--- config.mk ---
export PLATFORM = sky130hd
export DESIGN_NAME = ysyx_22041211_mem_arbiter
export DESIGN_NICKNAME = d
export VERILOG_FILES = /design/src/rtl/ysyx_22041211_mem_arbiter.sv
export SDC_FILE = /design/constraint.sdc
export NUM_CORES = 1
export LEC_CHECK = 0
export BUFFER_PORTS_ARGS = -buffer_cell sky130_fd_sc_hd__buf_4
export CORE_MARGIN = 10
export CORE_UTILIZATION = 42
export CTS_CLUSTER_SIZE = 8
export DETAILED_ROUTE_END_ITERATION = 12
export PLACE_DENSITY_LB_ADDON = 0.1
export SYNTH_ARGS = -nofsm -noshare
export SYNTH_HDL_FRONTEND = slang
export SYNTH_SLANG_ARGS = --single-unit
--- constraint.sdc ---
create_clock -name clk -period 2.9 [get_ports clk]
set_input_delay 0.145 -clock clk [delete_from_list [all_inputs] [get_ports clk]]
set_output_delay 0.145 -clock clk [all_outputs]
set_load 0.03 [all_outputs]
--- src/rtl/ysyx_22041211_mem_arbiter.sv ---
// Two-master (IFU/LSU) arbiter onto one memory port, round-robin on contention, response watchdog.
// Latency: grant in the accept cycle, mem_req_valid the next cycle, response routed combinationally.
// Backpressure: one transaction in flight; both *_req_ready low until the response or a timeout returns to IDLE.
module ysyx_22041211_mem_arbiter #(
    parameter int ADDR_LEN = 32,
    parameter int DATA_LEN = 32,
    parameter int TIMEOUT  = 255
) (
    input  logic                clk,
    input  logic                rst,
    input  logic                ifu_req_valid,
    output logic                ifu_req_ready,
    input  logic [ADDR_LEN-1:0] ifu_addr,
    output logic                ifu_resp_valid,
    output logic [DATA_LEN-1:0] ifu_rdata,
    input  logic                lsu_req_valid,
    output logic                lsu_req_ready,
    input  logic                lsu_wen,
    input  logic [ADDR_LEN-1:0] lsu_addr,
    input  logic [DATA_LEN-1:0] lsu_wdata,
    input  logic [7:0]          lsu_wmask,
    input  logic [7:0]          lsu_rmask,
    output logic                lsu_resp_valid,
    output logic [DATA_LEN-1:0] lsu_rdata,
    output logic                mem_req_valid,
    input  logic                mem_req_ready,
    output logic                mem_wen,
    output logic [ADDR_LEN-1:0] mem_addr,
    output logic [DATA_LEN-1:0] mem_wdata,
    output logic [7:0]          mem_wmask,
    output logic [7:0]          mem_rmask,
    input  logic                mem_resp_valid,
    input  logic [DATA_LEN-1:0] mem_rdata,
    output logic                timeout_err
);

    typedef enum logic [1:0] {IDLE, REQ, RESP} state_t;

    localparam logic OWN_IFU = 1'b0;
    localparam logic OWN_LSU = 1'b1;

    state_t     state, state_nxt;
    logic       owner;
    logic       last_grant;
    logic [7:0] tmo_cnt;
    logic       resp_take;
    logic       abort;
    logic       accept;

    // State register.
    always_ff @(posedge clk or posedge rst) begin
        if (rst) state <= IDLE;
        else     state <= state_nxt;
    end

    // Grant, next-state and response routing; the requester not granted last time wins a tie.
    always_comb begin
        state_nxt      = state;
        ifu_req_ready  = 1'b0;
        lsu_req_ready  = 1'b0;
        ifu_resp_valid = 1'b0;
        lsu_resp_valid = 1'b0;
        ifu_rdata      = '0;
        lsu_rdata      = '0;
        resp_take      = (state == RESP) && mem_resp_valid;
        abort          = (state != IDLE) && !resp_take && (tmo_cnt == 8'(TIMEOUT - 1));
        accept         = 1'b0;
        case (state)
            IDLE: begin
                ifu_req_ready = ifu_req_valid && (!lsu_req_valid || last_grant == OWN_LSU);
                lsu_req_ready = lsu_req_valid && (!ifu_req_valid || last_grant == OWN_IFU);
                accept        = ifu_req_ready || lsu_req_ready;
                if (accept) state_nxt = REQ;
            end
            REQ: begin
                if (abort)              state_nxt = IDLE;
                else if (mem_req_ready) state_nxt = RESP;
            end
            RESP: begin
                if (resp_take || abort) state_nxt = IDLE;
            end
            default: state_nxt = IDLE;
        endcase
        if (resp_take) begin
            ifu_resp_valid = (owner == OWN_IFU);
            lsu_resp_valid = (owner == OWN_LSU);
            ifu_rdata      = (owner == OWN_IFU) ? mem_rdata : '0;
            lsu_rdata      = (owner == OWN_LSU) ? mem_rdata : '0;
        end
    end

    // Watchdog: counts cycles spent away from IDLE, cleared whenever the FSM goes back to IDLE.
    always_ff @(posedge clk or posedge rst) begin
        if (rst)                    tmo_cnt <= 8'd0;
        else if (state_nxt == IDLE) tmo_cnt <= 8'd0;
        else if (state != IDLE)     tmo_cnt <= tmo_cnt + 8'd1;
    end

    // Sticky error flag; the aborted owner gets no response and must retry.
    always_ff @(posedge clk or posedge rst) begin
        if (rst)        timeout_err <= 1'b0;
        else if (abort) timeout_err <= 1'b1;
    end

    // Memory request valid: raised on grant, dropped once memory takes it or the watchdog fires.
    always_ff @(posedge clk or posedge rst) begin
        if (rst)                                            mem_req_valid <= 1'b0;
        else if (accept)                                    mem_req_valid <= 1'b1;
        else if (state == REQ && (mem_req_ready || abort))  mem_req_valid <= 1'b0;
    end

    // Latch the winner's payload and ownership; instruction fetches are always full-word reads.
    always_ff @(posedge clk or posedge rst) begin
        if (rst) begin
            mem_wen    <= 1'b0;
            mem_addr   <= '0;
            mem_wdata  <= '0;
            mem_wmask  <= 8'h00;
            mem_rmask  <= 8'h00;
            owner      <= OWN_IFU;
            last_grant <= OWN_IFU;
        end else if (ifu_req_ready) begin
            mem_wen    <= 1'b0;
            mem_addr   <= ifu_addr;
            mem_wdata  <= '0;
            mem_wmask  <= 8'h00;
            mem_rmask  <= 8'h0F;
            owner      <= OWN_IFU;
            last_grant <= OWN_IFU;
        end else if (lsu_req_ready) begin
            mem_wen    <= lsu_wen;
            mem_addr   <= lsu_addr;
            mem_wdata  <= lsu_wdata;
            mem_wmask  <= lsu_wmask;
            mem_rmask  <= lsu_rmask;
            owner      <= OWN_LSU;
            last_grant <= OWN_LSU;
        end
    end

endmodule

## Yosys cells after proc, flatten, opt, wreduce, memory -nomap -nowiden

Cells that the tools add are included.

| word-level totals | value |
|---|---|
| memories kept | 0 |
| input bits | 151 |
| bits in read-only memories | 0 |
| register bits after elaboration | 94 |
| word-level logic and storage cells | 65 |
| output and inout bits | 151 |
| bits in writable memories | 0 |
| latch bits | 0 |

| cells by class | value |
|---|---|
| shift-type cells | 0 |
| equal/unequal tests | 3 |
| muxes and demuxes | 30 |
| $mul | 0 |
| divide/modulo/power cells | 0 |
| bitwise operators | 1 |
| $add $sub $neg | 1 |
| order comparisons | 0 |
| reduce and logical (&&, ||, !) cells | 20 |

Operators by type and width:

| cell | count |
|---|---|
| 32-bit 2-to-1 mux | 8 |
| 8-bit 2-to-1 mux | 6 |
| 1-bit 2-to-1 mux | 11 |
| 8-bit by 1-bit adder with 8-bit output, second input constant | 1 |
| 8-bit == test, second input constant | 1 |
| 2-bit 2-to-1 mux | 4 |
| 2-bit nonzero test | 4 |
| 1-bit logical AND | 6 |
| 2-bit case mux with 3 select lines | 1 |
| 1-bit logical OR | 5 |
| 2-bit zero test | 2 |
| 1-bit zero test | 3 |
| 2-bit by 1-bit == test with 1-bit output, second input constant | 1 |
| 2-bit == test, second input constant | 1 |
| 1-bit NOT | 1 |

## Depth between registers and ports, before layout

Gate-level depths: netlist (run 1).

| logic depth | value |
|---|---|
| word-level depth | 10 |
| mapped depth | 6 |
| mapped depth without buffers | 5 |

## Worst setup path before layout (run 1)

No wires, ideal clock.

| timing | value |
|---|---|
| path kind | reg-to-output |
| from | reg state[0] |
| to | out ifu_rdata[22] |
| setup slack | 1233 ps |
| data arrival time | 1522 ps |
| path buffers | 2 |
| cell stages (with the launch flop) | 5 |
| data required time | 2755 ps |
| cell sequence | dfrtp_1 -> buf_4 -> nor4b_4 -> buf_2 -> and2_1 |

| between the ends | value |
|---|---|
| longest elaborated chain between the ends | 3 |

Ends and longest elaborated chain:

| what | RTL line | source |
|---|---|---|
| start, declared | 42 | `state_t state, state_nxt;` |
| start signal, assigned | 53 | `else state <= state_nxt;` |
| 2-bit == test | 65 | `resp_take = (state == RESP) && mem_resp_valid;` |
| 1-bit logical AND | 65 |  |
| 32-bit 2-to-1 mux | 84 | `if (resp_take) begin` |
| end, declared | 15 | `output logic [DATA_LEN-1:0] ifu_rdata,` |

No other way between the ends.

## Worst setup path after layout (run 1)

| timing | value |
|---|---|
| from | reg state[1] |
| to | out lsu_rdata[0] |

| between the ends | value |
|---|---|
| longest elaborated chain between the ends | 3 |

Ends and longest elaborated chain:

| what | RTL line | source |
|---|---|---|
| 2-bit == test | 65 |  |
| 1-bit logical AND | 65 |  |
| 32-bit 2-to-1 mux | 84 |  |
| end, declared | 24 | `output logic [DATA_LEN-1:0] lsu_rdata,` |

No other way between the ends.

==> reports/metrics.yaml, run 1 <==
global_routing:
  grt_use_met3_pct: 7.11
  antenna_found_initial: 0
  overflow: 0
  grt_use_met1_pct: 25.3
  grtUsageTotal_pct: 22.6
  met2_usage_pct: 38.4
  grt_max_degree: 47
  grt_pass1_vias: 5277
  grt.busiest_layer: "met2"
  grt_pass1_wl_um: 28800
layout:
  drive_above_1_share_pct: 43.9
  diodes: 0
  area_growth_pct: 65.0
  finalNetCount: 922
cts:
  clockRootBuffer: "clkbuf_8"
  clkTransAtPathRegs_ns: 0.10
  numClockSinks: 94
  cts.path.max_buffers: 2
  cts.repair.resized: 0
  cts_made_buffers: 9
  clkLatencyLatePin_ns: 0.36
  cts_tree: "built"
  h-tree-depth: 3
synth:
  synth.avg_cell_area_um2: 10.5
  synth_area_um2: 4590
  synth_cells: 437
  synth_fp_nets: 590
  ys_ff_latch: 94
  synth.yosys.seq_area_share_pct: 51.2
  ys_warn_count: 0
  ys_types: 43
drt:
  drc_errors: 0
  routedWlPerCell_um: 20.2
  vias: 4985
  ant_nets: 0
  first_pass_iters: 5
  drt-initial-drc-count: 514
  drt_wl_total_um: 18400
  via_per_inst: 5.45
floorplanning:
  die_h_um: 125
  initial_core_util_pct: 42.5
  die_area_um2: 15500
  die_w_um: 125
  ios: 302
  rows: 38
  coreArea_um2: 10800
timing:
  setup_ws_ns: 0.446
  hold_viol: 0
  final.setup.tns_ns: 0
  holdWs_ns: 0.0469
  clock_skew_ns: 0.0119
  final-setup-viol-count: 0
  max_freq_mhz: 408
  report.final.slew_viol_count: 0
  rsz0062_at_grt: "false"
  min_period_over_period_pct: 84.6
  max_slew_margin_pct: 35.9
  worstMarginPinSlew_ns: 0.961
  min_period_ns: 2.45
critical_path:
  worst_ep_required_time_ns: 2.76
  cp_cell_sequence: "and4_1 > and2_1 > buf_4"
  end_kind: "output pin"
  worstPathArrival_ns: 2.31
  cp-start-kind: "flop"
  critical-path-slowest-cell: "and4_1"
  cp_max_fo: 33
  cpPeakStageDelay_ns: 0.84
  path_class: "flop to output pin"
power:
  clkPwrFrac_pct: 11.7
  p_sw_w: 0.00359
  peakVddDrop_mv: 0.557
  p_seq_share_pct: 31.1
  power.density_nw_per_um2: 999
  p_comb_share_pct: 57.3
  swShare_pct: 47.5
  p_int_w: 0.00398
  leakage_nw: 3.72
placed_design:
  place_ws_ns: 0.800
  io_buffers: 301
  gp_congestion: 0.820
  dp_hpwl_um: 13400
outcome:
  status: "completed"
flow_run:
  drv_cap: 0
worst_hold_path:
  hp-class: "primary input to flop"
[cells in the final DEF (no fill, tap or decap), drive strengths merged, types with 4 or more instances in the layout]
master | netlist | final
a21oi | 37 | 37
a22o | 45 | 45
a31oi | 32 | 32
and2 | 65 | 65
buf | 28 | 312
clkbuf | 13 | 10
clkinv | 1 | 4
dfrtp | 94 | 94
dlygate4sd3 | 0 | 50
inv | 6 | 7
nand3 | 34 | 34
nor2 | 4 | 4
o21ai | 37 | 37
o22a | 4 | 4
[cell families (layout without fill, tap and decap cells)]
family	count (synthesis)	in the layout	share of synthesized area [%]
compound gates	169	169	24.7
simple gates	120	120	16.3
flops	94	94	51.2
buf+inv	48	385	6.49
xor+xnor	4	4	0.763
fa+ha+maj	2	2	0.545
[cells in the mapped netlist]
cell type  count  area, um2
a21o_1         1       7.51
a21o_4         1       15.0
a21oi_1       37        185
a221oi_2       1       15.0
a22o_1        45        394
a22oi_1        3       22.5
a2bb2oi_1      1       8.76
a31oi_1       32        200
and2_1        65        407
and4_1         1       8.76
buf_2         15       75.1
buf_4          3       22.5
buf_6         10        113
clkbuf_1      13       48.8
clkinv_8       1       16.3
dfrtp_1       94       2350
ha_1           2       25.0
inv_1          6       22.5
nand2_1        1       3.75
nand2_2        1       6.26
nand2b_1       1       6.26
nand3_1       34        170
nand4_2        1       12.5
nor2_1         3       11.3
nor2_2         1       6.26
nor2b_1        2       12.5
nor3_1         1       5.00
nor3b_2        1       12.5
nor3b_4        1       18.8
nor4b_4        1       23.8
o2111ai_1      2       17.5
o211ai_2       1       12.5
o21ai_0       37        185
o21bai_1       1       7.51
o22a_1         4       35.0
o22ai_2        1       12.5
o31ai_1        2       15.0
or2_0          1       6.26
or3_1          2       12.5
or3b_1         2       17.5
or4_1          1       7.51
xnor2_1        1       8.76
xor2_1         3       26.3
[final cells by class]
cell class	count	area, um2
repair buffers	362	2870
well taps	140	175
clock inverters	6	68.8
flip-flops and latches	94	2350
fillers	831	3220
inverters	7	40.0
multi-input cells	295	1940
clock buffers	10	128
[power by group through the flow]
| stage | logic (W) | registers (W) | clock network, W |
|---|---|---|---|
| 3_5_place_dp | 0.00429 | 0.00235 | 0 |
| 5_1_grt | 0.00460 | 0.00242 | 0.000963 |
| 3_3_place_gp | 0.00420 | 0.00234 | 0 |
| 2_1_floorplan | 0.00168 | 0.00336 | 0 |
| 6_report | 0.00433 | 0.00235 | 0.000882 |
| 4_1_cts | 0.00434 | 0.00234 | 0.000901 |
[worst max-delay path, delay by kind of cell (launching register included)]
kind | cells | cell delay, ns
buffers and inverters | 1 | 0.17
flip-flops | 1 | 0.68
AND/OR/NAND/NOR | 2 | 1.09
[stage by stage]
| stage | cell area [um2] | util [%] | cells | power, W |
|---|---|---|---|---|
| final | 7580 | 70.2 | 914 | 0.00757 |
| after detailed placement | 6880 | 63.7 | 848 | 0.00664 |
| after CTS | 7570 | 70.1 | 913 | 0.00758 |
| after global routing | 7580 | 70.2 | 914 | 0.00798 |
| after global placement | 6880 | 63.7 | 848 | 0.00654 |
| after floorplan | 4590 | - | 437 | 0.00504 |
[per-layer routing]
layer	up-vias	share of wire [%]
li1	2261	-
met1	2414	37
met2	262	51
met3	48	8.1
met4	0	3.8
met5	-	0
[sequential cells by signal, indices dropped and copies added, names as in the netlist]
signal / flops
mem_req_valid: 1
tmo_cnt: 8
mem_rmask: 8
timeout_err: 1
mem_wdata: 32
mem_addr: 32
mem_wen: 1
last_grant: 1
mem_wmask: 8
state: 2
[repair_timing]
action                                 4_1_cts  5_1_grt
buffers inserted                             0        0
hold buffers                                49        1
endpoints found under the hold margin       89        1
[path summary, 6_finish.rpt]
| kind | from | end | slack, ns | depth (start not counted) |
|---|---|---|---|---|
| worst min register to register | timeout_err$_DFFE_PP0P_ | timeout_err$_DFFE_PP0P_ | 0.47 | 1 |
| worst max-delay path | state[1]$_DFF_PP0_ | lsu_rdata[0] | 0.45 | 3 |
| worst min-delay path | ifu_addr[14] | mem_addr[14]$_DFFE_PP0P_ | 0.05 | 3 |
| worst max register to register | state[0]$_DFF_PP0_ | mem_addr[2]$_DFFE_PP0P_ | 0.78 | 3 |
| min in group asynchronous | rst | mem_wdata[2]$_DFFE_PP0P_ | 0.46 | 3 |
| max in group asynchronous | rst | mem_addr[16]$_DFFE_PP0P_ | 1.49 | 4 |
Note: power is estimated with default switching activity, not from simulation.
==> run 2: changes to the inputs <==
ABC_AREA = 1   (was unset)
CORE_UTILIZATION = 38   (was 42)
clock period = 2.2 ns   (was 2.9 ns; I/O delays follow)
==> run 2 against run 1 <==
Combinational power is 23% higher. Sequential power up 26%. Register-to-register slack worse by 0.48 ns. First-iteration DRC count is 56% lower. Area after synthesis shrank 0.74%. Utilization down 3.7 points. Setup slack lost 0.25 ns. Power is 30% higher. Hold slack better by 0.0098 ns. Non-clock buffer count is 5 lower. Wire length fell by 7.2%. Clock-buffer cell count up 1. Critical path type unchanged. Largest power group unchanged.
==> reports/metrics.yaml, run 2 <==
critical_path:
  path_class: "flop to output pin"  # unchanged
  cp_max_fo: 21  # was 33
  crit_path_end: "ifu_rdata[10]"  # was lsu_rdata[0]
  worst_ep_required_time_ns: 2.09  # was 2.76 ns
  cp-start-kind: "flop"  # unchanged
  cp-startpoint: "state[0]$_DFF_PP0_"  # was state[1]$_DFF_PP0_
  worstPathArrival_ns: 1.90  # was 2.31 ns
  reg2reg_slack_ns: 0.30  # was 0.78 ns
  r2r_end: "mem_rmask[0]$_DFFE_PP0P_"  # was mem_addr[2]$_DFFE_PP0P_
  end_kind: "output pin"  # unchanged
  r2r_cells: 8  # was 3
  regToRegStartpoint: "state[0]$_DFF_PP0_"  # unchanged
synth:
  yosysMostFrequentCell: "nand2_1"  # was dfrtp_1
  ys_async_sr_fraction_pct: 100  # unchanged
  ys_warn_count: 0  # unchanged
  synthTopCellsByCount: "nand2_1 (214), dfrtp_1 (94), inv_1 (85)"  # was dfrtp_1 (94), and2_1 (65), a22o_1 (45)
  synth_edf_count: 0  # unchanged
  ys_types: 24  # was 43
  synth_flop_cell: "dfrtp_1"  # unchanged
  netlist_top_cells_area: "dfrtp_1 (52%), nand2_1 (18%), inv_1 (7.0%), nor2_1 (6.9%), o21ai_1 (4.1%)"  # was dfrtp_1 (51%), and2_1 (8.9%), a22o_1 (8.6%), a31oi_1 (4.4%), a21oi_1 (4.0%)
  synth.yosys.seq_area_share_pct: 51.6  # was 51.2%
  synth_cells: 611  # was 437
  ys_ff_latch: 94  # unchanged
  synth_area_um2: 4560  # was 4590 um2
  synth.avg_cell_area_um2: 7.46  # was 10.5 um2
  synth_fp_nets: 764  # was 590
  yosys.area.top_type_share_pct: 51.6  # was 51.2%
  yosys.area.top_type: "dfrtp_1"  # unchanged
drt:
  via_per_inst: 4.46  # was 5.45
  routedWlPerCell_um: 15.6  # was 20.2 um
  drt-initial-drc-count: 226  # was 514
  drt_wl_total_um: 17100  # was 18400 um
  first_pass_iters: 6  # was 5
  ant_nets: 0  # unchanged
  drc_errors: 0  # unchanged
  vias: 4897  # was 4985
power:
  power.density_nw_per_um2: 1280  # was 999 nW/um2
  leakage_nw: 4.38  # was 3.72 nW
  finalPower_w: 0.00985  # was 0.00757 W
  peakVddDrop_mv: 0.711  # was 0.557 mV
timing:
  clock_skew_ns: 0.00561  # was 0.0119 ns
  final-setup-viol-count: 0  # unchanged
  worstMarginPinSlew_ns: 0.490  # was 0.961 ns
  report.final.slew_viol_count: 0  # unchanged
  rsz0062_at_grt: "false"  # unchanged
  min_period_ns: 2.01
  max_slew_margin_pct: 67.3  # was 35.9%
  hold_viol: 0  # unchanged
  final.setup.tns_ns: 0  # unchanged
  max_freq_mhz: 499
  min_period_over_period_pct: 91.2
cts:
  cts_made_buffers: 9  # unchanged
  clockRootBuffer: "clkbuf_16"  # was clkbuf_8
  clkLatencyLatePin_ns: 0.34  # was 0.36 ns
  clkTransAtPathRegs_ns: 0.06  # was 0.10 ns
  numClockSinks: 94  # unchanged
  cts.path.max_buffers: 2  # unchanged
  h-tree-depth: 3  # unchanged
  cts_tree: "built"  # unchanged
outcome:
  status: "completed"  # unchanged
layout:
  fin_cells: 1099  # was 914
  layout_common_cells: "buf_4 (309), nand2_1 (214), dfrtp_1 (94)"  # was buf_4 (310), dfrtp_1 (94), and2_1 (65)
  drive_above_1_share_pct: 35.8  # was 43.9%
  finalNetCount: 1103  # was 922
  utilization_pct: 66.5  # was 70.2%
  area_growth_pct: 68.8  # was 65.0%
  final_common_cell: "buf_4"  # unchanged
  reg.largest.list: "mem_addr: 32 flops, mem_wdata: 32 flops"  # unchanged
worst_hold_path:
  hp-class: "primary input to flop"  # unchanged
  min_from: "lsu_rmask[2]"  # was ifu_addr[14]
floorplanning:
  coreArea_um2: 11600  # was 10800 um2
  die_w_um: 130  # was 125 um
  die_h_um: 130  # was 125 um
  die_area_um2: 16800  # was 15500 um2
  ios: 302  # unchanged
  rows: 39  # was 38
  initial_core_util_pct: 39.4  # was 42.5%
placed_design:
  io_buffers: 301  # unchanged
  gp_congestion: 0.755  # was 0.820
  dp_hpwl_um: 13000  # was 13400 um
  post-place-cells: 1033  # was 848
global_routing:
  overflow: 0  # unchanged
  antenna_found_initial: 1  # was 0
  grtUsageTotal_pct: 19.5  # was 22.6%
  grt_pass1_wl_um: 26100  # was 28800 um
  grt_pass1_vias: 5104  # was 5277
  grt_max_degree: 95  # was 47
flow_run:
  drv_cap: 0  # unchanged
==> run 2: cell count changes in the layout (fill, tap and decap cells not counted), sizes merged, moves of 3 or more <==
cell,before,now
or2,1,4
nor2,4,88
and2,65,0
nand3,34,6
a21oi,37,2
o21ai,37,71
a22oi,3,0
a22o,45,0
nand2,2,215
a31oi,32,0
dlygate4sd3,50,46
o22a,4,0
inv,7,88
==> run 2: routing by layer <==
| layer | wire, um | global-route usage [%] | up-vias | part of all wire [%] |
|---|---|---|---|---|
| li1 | - | - | 2492 | - |
| met1 | 5960 | 19.3 | 2185 | 35 |
| met2 | 9110 | 35.8 | 190 | 53 |
| met3 | 1670 | 8.08 | 30 | 9.8 |
| met4 | 369 | 6.88 | 0 | 2.2 |
| met5 | 0 | 0 | - | 0 |
==> run 2: critical path, stage by stage (launching register included) <==
cell and delay (ns):
dfrtp_1 0.42, inv_1 0.11, nand3_1 0.13, nor2_1 0.17
inv_1 0.19, buf_4 0.26, nor2_1 0.11, buf_4 0.18
==> run 2: how the worst min path moves through the flow <==
stage,cells past startpoint,endpoint
CTS,4,mem_rmask[2]$_DFFE_PP0P_
finish,4,mem_rmask[2]$_DFFE_PP0P_
global placement,3,mem_wdata[14]$_DFFE_PP0P_
global route,4,mem_rmask[1]$_DFFE_PP0P_
floorplan,2,mem_rmask[7]$_DFFE_PP0P_
detailed placement,3,mem_wdata[14]$_DFFE_PP0P_
==> run 2: repair_timing <==
item,in CTS,in global routing
gates resized for setup,0,3
setup endpoints to repair,0,32
hold buffers,46,0
setup buffers,0,2
endpoints found under the hold margin,139,0
==> run 2: kinds of logic (layout without fill, tap and decap cells) <==
kind of cell	after synthesis	count (layout)	synth area share (%)
AO/OA/AOI/OAI	74	74	8.18
XOR/XNOR	6	6	1.15
adder cells (fa/ha/maj)	2	2	0.549
buffers and inverters	119	463	11.4
flip-flops	94	94	51.6
other	0	1	0
AND/OR/NAND/NOR	316	316	27.1
==> run 2: per-stage QoR <==
| stage | cell area [um2] | worst slack, ns | hold slack [ns] |
|---|---|---|---|
| after floorplan | 4560 | 0.240 | 0.227 |
| after global placement | 6900 | 0.382 | 0.293 |
| after detailed placement | 6900 | 0.308 | 0.296 |
| after CTS | 7660 | 0.0660 | 0.0482 |
| after global routing | 7690 | 0.0000870 | 0.0610 |
| final | 7690 | 0.194 | 0.0567 |
==> run 2: final cells by class <==
class | instances | area, um2
fillers | 939 | 3870
diodes | 1 | 2.50
well taps | 143 | 179
clock buffers | 11 | 243
multi-input cells | 398 | 1690
flip-flops and latches | 94 | 2350
inverters | 89 | 342
repair buffers | 357 | 2820
clock inverters | 5 | 57.6
repair inverters | 1 | 7.51
==> run 2: where the power goes <==
group / leakage, nW / internal, W / switching (W) / total (W)
Combinational: 3.05 / 0.00187 / 0.00346 / 0.00533
Sequential: 1.18 / 0.00250 / 0.000453 / 0.00295
Clock: 0.150 / 0.000915 / 0.000655 / 0.00157
